File: src/rtl/udc_seq_monitor.sv
// Checks that a 3-bit up/down counter steps by exactly one in its commanded direction,
// counting verified wraps and latching a sticky fault on the first out-of-sequence value.
module udc_seq_monitor #(
    parameter int unsigned WRAP_W = 8,
    parameter int unsigned MIS_W  = 4
) (
    input  logic              clk,
    input  logic              reset,
    input  logic              x,
    input  logic              q2,
    input  logic              q1,
    input  logic              q0,
    input  logic              clr,
    output logic              valid,
    output logic [2:0]        exp_q,
    output logic              err,
    output logic              err_pulse,
    output logic [MIS_W-1:0]  mis_cnt,
    output logic [WRAP_W-1:0] up_wraps,
    output logic [WRAP_W-1:0] dn_wraps,
    output logic [1:0]        state
);

    typedef enum logic [1:0] {
        StSync  = 2'b00,
        StTrack = 2'b01,
        StFault = 2'b10
    } state_e;

    localparam logic [WRAP_W-1:0] WrapMax = '1;
    localparam logic [MIS_W-1:0]  MisMax  = '1;

    state_e            state_q, state_d;
    logic [2:0]        exp_d;
    logic              dir_q, dir_d;
    logic              valid_q, valid_d;
    logic              err_q, err_d;
    logic              pulse_q, pulse_d;
    logic [MIS_W-1:0]  mis_q, mis_d;
    logic [WRAP_W-1:0] up_q, up_d;
    logic [WRAP_W-1:0] dn_q, dn_d;

    logic [2:0] q;
    logic [2:0] pred;

    assign q    = {q2, q1, q0};
    assign pred = x ? (q - 3'd1) : (q + 3'd1);

    always_comb begin
        state_d = state_q;
        exp_d   = exp_q;
        dir_d   = dir_q;
        valid_d = valid_q;
        err_d   = err_q;
        pulse_d = 1'b0;
        mis_d   = mis_q;
        up_d    = up_q;
        dn_d    = dn_q;
        if (clr) begin
            state_d = StSync;
            valid_d = 1'b0;
            err_d   = 1'b0;
        end else begin
            case (state_q)
                StSync: begin
                    exp_d   = pred;
                    dir_d   = x;
                    state_d = StTrack;
                    valid_d = 1'b1;
                end
                StTrack: begin
                    if (q == exp_q) begin
                        exp_d = pred;
                        dir_d = x;
                        // exp_q/dir_q identify the source of the verified step: 7 up or 0 down
                        if (exp_q == 3'd0 && !dir_q && up_q != WrapMax) begin
                            up_d = up_q + WRAP_W'(1);
                        end
                        if (exp_q == 3'd7 && dir_q && dn_q != WrapMax) begin
                            dn_d = dn_q + WRAP_W'(1);
                        end
                    end else begin
                        pulse_d = 1'b1;
                        err_d   = 1'b1;
                        state_d = StFault;
                        valid_d = 1'b0;
                        if (mis_q != MisMax) begin
                            mis_d = mis_q + MIS_W'(1);
                        end
                    end
                end
                StFault: begin
                end
                default: begin
                    state_d = StSync;
                    valid_d = 1'b0;
                    err_d   = 1'b0;
                end
            endcase
        end
    end

    always_ff @(posedge clk) begin
        if (reset) begin
            state_q <= StSync;
            exp_q   <= 3'd0;
            dir_q   <= 1'b0;
            valid_q <= 1'b0;
            err_q   <= 1'b0;
            pulse_q <= 1'b0;
            mis_q   <= '0;
            up_q    <= '0;
            dn_q    <= '0;
        end else begin
            state_q <= state_d;
            exp_q   <= exp_d;
            dir_q   <= dir_d;
            valid_q <= valid_d;
            err_q   <= err_d;
            pulse_q <= pulse_d;
            mis_q   <= mis_d;
            up_q    <= up_d;
            dn_q    <= dn_d;
        end
    end

    assign valid     = valid_q;
    assign err       = err_q;
    assign err_pulse = pulse_q;
    assign mis_cnt   = mis_q;
    assign up_wraps  = up_q;
    assign dn_wraps  = dn_q;
    assign state     = state_q;

endmodule

File: config.mk
export PLATFORM = sky130hd
export DESIGN_NAME = udc_seq_monitor
export DESIGN_NICKNAME = d
export VERILOG_FILES = /design/src/rtl/udc_seq_monitor.sv
export SDC_FILE = /design/constraint.sdc
export NUM_CORES = 1
export LEC_CHECK = 0
export ABC_AREA = 1
export BUFFER_PORTS_ARGS = -buffer_cell sky130_fd_sc_hd__buf_2
export CORE_AREA = 2 2 68 70
export CTS_CLUSTER_DIAMETER = 150
export DETAILED_ROUTE_END_ITERATION = 16
export DIE_AREA = 0 0 70 72
export SLEW_MARGIN = 25
export SYNTH_ARGS = -nofsm -noshare
export SYNTH_HDL_FRONTEND = slang
export SYNTH_SLANG_ARGS = --single-unit
File: constraint.sdc
create_clock -name clk -period 1.65 [get_ports clk]
set_input_delay 0.0825 -clock clk [delete_from_list [all_inputs] [get_ports clk]]
set_output_delay 0.0825 -clock clk [all_outputs]
set_load 0.03 [all_outputs]
==> summary.md <==
| Metric | Value |
|---|---|
| Max Buffers Root-to-Sink | 2 |
| Row cnt | 24 |
| Gr ovfl total | 0 |
| Sequential share of the synthesized area | 0.357 |
| Yosys reg bits | 28 |
| CP peak stage delay | slightly below 0.5 ns |
| Die height | between 70 and 80 um |
| Multiplexer share of the synthesized area | 0 |
| Clk sinks | 28 |
| CTS Hold Buffers Added | 0 |
| Hold Fails Final Rpt | 0 |
| Layout Area Growth over Synthesis | 19.2% |
| RSZ-0062 raised after global routing | yes |
| Post-CTS Setup Bufs | 0 |
| Simple-Gate Fraction of Synth Area | 0.411 |
| Starting Density | 0.368 |
| Tot Pwr | 1.45 mW |
| GP Congestion | about 0.80 |
| Critical-path top delay cell | dfxtp_1 |
| Crit path launch type | flop |
| GRT Total Usage | 0.139 |
| Synth Area in XOR/XNOR | 0.0327 |
| Fillers | ~480 |
| Antenna violation net count after detailed routing | 0 |
| Met1 Wirelength | between 1.5 and 2 mm |
| Data arrival, critical path | about 1.7 ns |
| Syn Area/Cell | 6.56 sq um |
| Synth top area share | 0.357 |
| Syn Inst Count | 239 |
| Post-synth EDFFs | 0 |
| Detailed-route via count | approximately 1500 |
| Synth async-reset ratio | 0 |
| Synth area leaders | dfxtp_1, nand2_1, nor2_1 |
| Max Freq | roughly 660 MHz |
| # H-tree levels | 1 |
| Netlist cell types | 24 |
| WL met3 | 109 um |
| Combinational family with the most area after synthesis | simple AND/OR/NAND/NOR gates |
| First-pass GRT wire length | 5.76 mm |
| Clock-pin slew on the worst setup and hold paths | ~0.10 ns |
| Number of global-route vias before repair | 1342 |
| Die Width | 70 um |
| Post-DP Area | between 1500 and 2000 sq um |
| Largest net degree at the start of global routing | 27 |
| Avg Vias per Cell | approximately 4.7 |
| Min Tclk post-route | around 1.5 ns |
| Met2 WL post-DR | 1.52 mm |
| TritonRoute pass-1 iters | 4 |
| I/O pins | 35 |
| Multi-input gate area | just under 900 sq um |
| Synthesized cell area | 1570 sq um |
| Post-cts resize count | 0 |
| Final period utilization | 0.916 |
| Final setup viols | 0 |
| Main synth FF type | dfxtp_1 |
| Top routing layer in use | met4 |
| Later-pin clock latency in the skew report | around 0.28 ns |
| Core Area | 4260 sq um |
| Pwr dens | ~780 nW/um^2 |
| Worst-path fanout max | 13 |
| Final wirelength | ~3.4 mm |
| Synth area leader | dfxtp_1 |
| CTS Buf Count | 3 |
| Clock skew | approximately 0.012 ns |
| CTS tree | yes |
| Worst-path cell chain | xnor2_2 -> nand3_4 -> nor2_4 -> nand3_1 -> nand2_1 -> nor2_1 |
| Compound-gate portion of the synthesized area | 0.0702 |
| Initial antenna violation count | 0 |
| Warnings from Yosys | 0 |
| Slew margin rel. | 0.698 |
| Max-Cap Viols | 0 |
| Worst slew pin tran | 0.452 ns |
| Layout cells sized above 1 | 0.170 |
| Clock root cell | clkbuf_8 |
| Critical path type | reg2reg |
| Fin area | 1870 sq um |
| Req. time, crit path | ~1.8 ns |
| Nets | roughly 290 |
| Leak | roughly 0.91 nW |
| HPWL after detailed placement | about 2.6 mm |
| ANT cells | 0 |
| Number of DRC markers in iteration 0 | slightly above 80 |
| Die area | slightly above 5000 sq um |
| Storage cell area | approximately 560 sq um |
| Tightest Hold Check Type | in2reg |
| # DRC | 0 |
| Port bufs | 34 |
| Max-slew violations | 0 |
| Synth Area in Adders | 0.0367 |
| Crit path capture type | flop |
| Max VDD drop | roughly 0.35 mV |
| TNS Setup | 0 ns |
| Wire per inst | roughly 10 um |
| Syn_nets | 250 |
| Commonest cells after routing, fill and taps aside | nand2_1, nor2_1, buf_2, nand3_1, dfxtp_1 |
| Most common cell after layout, fill and taps aside | nand2_1 |
| Status | complete, no violations |
## logic make-up after synthesis
| family | count (synthesis) |
|---|---|
| AOI/OAI and AO/OA | 22 |
| buffers and inverters | 33 |
| DFF | 28 |
| xor gates and xnor gates | 5 |
| adders and majority gates | 4 |
| and+or+nand+nor | 147 |
## cell type report
type                            count  area share
Inverter                           28      0.0562
Clock buffer                        3      0.0221
Tap cell                           52      0.0348
Sequential cell                    28       0.300
Multi-Input combinational cell    179       0.468
Timing Repair Buffer               37       0.103
Clock inverter                      1      0.0161
## power breakdown
group          switching [mW]  internal [mW]
Combinational           0.142         0.0649
Sequential             0.0186          0.690
Clock                   0.212          0.325
## synth_stat cells (2+ instances only)
cell and count:
a21oi_1 21, dfxtp_1 28, inv_1 27, nor2_1 49, nand2_1 58, nand4_1 5
ha_1 3, buf_6 2, xor2_1 3, nand3_1 29
## per-stage QoR
stage | hold WS [ns] | instances | setup slack [ns] | utilization
2_1_floorplan | 0.248 | 239 | 0.126 | -
3_3_place_gp | 0.361 | 323 | 0.191 | 0.419
3_5_place_dp | 0.365 | 323 | 0.154 | 0.419
4_1_cts | 0.0644 | 327 | 0.139 | 0.436
5_1_grt | 0.0681 | 328 | 0.0120 | 0.439
6_report | 0.0741 | 328 | 0.138 | 0.439
## state kept, by name (all words and copies together) (netlist names)
name,count
up_wraps,8
mis_cnt,4
exp_q,3
err_pulse,1
state,2
dn_wraps,8
dir_q,1
err,1
## critical path: cells and delay by family, from the launching register on
kind,cells,cell delay (ns)
simple gates,5,0.75
flops,1,0.49
xor+xnor,1,0.17
## final timing paths
kind / startpoint / endpoint / slack [ns] / cells past startpoint
worst min-delay path: reset / exp_q[0]$_SDFFE_PP0P_ / 0.07 / 2
worst max-delay path: exp_q[2]$_SDFFE_PP0P_ / up_wraps[1]$_SDFFE_PP0P_ / 0.14 / 6
worst max register to register: exp_q[2]$_SDFFE_PP0P_ / up_wraps[1]$_SDFFE_PP0P_ / 0.14 / 6
worst min register to register: dir_q$_SDFFE_PP0P_ / dir_q$_SDFFE_PP0P_ / 0.50 / 2
## layer usage
layer / GRT usage / vias up
li1: - / 832
met3: 0.0208 / 2
met5: 0 / -
met1: 0.192 / 675
met2: 0.218 / 24
met4: 0.0577 / 0
Note: power is estimated with default switching activity, not from simulation.
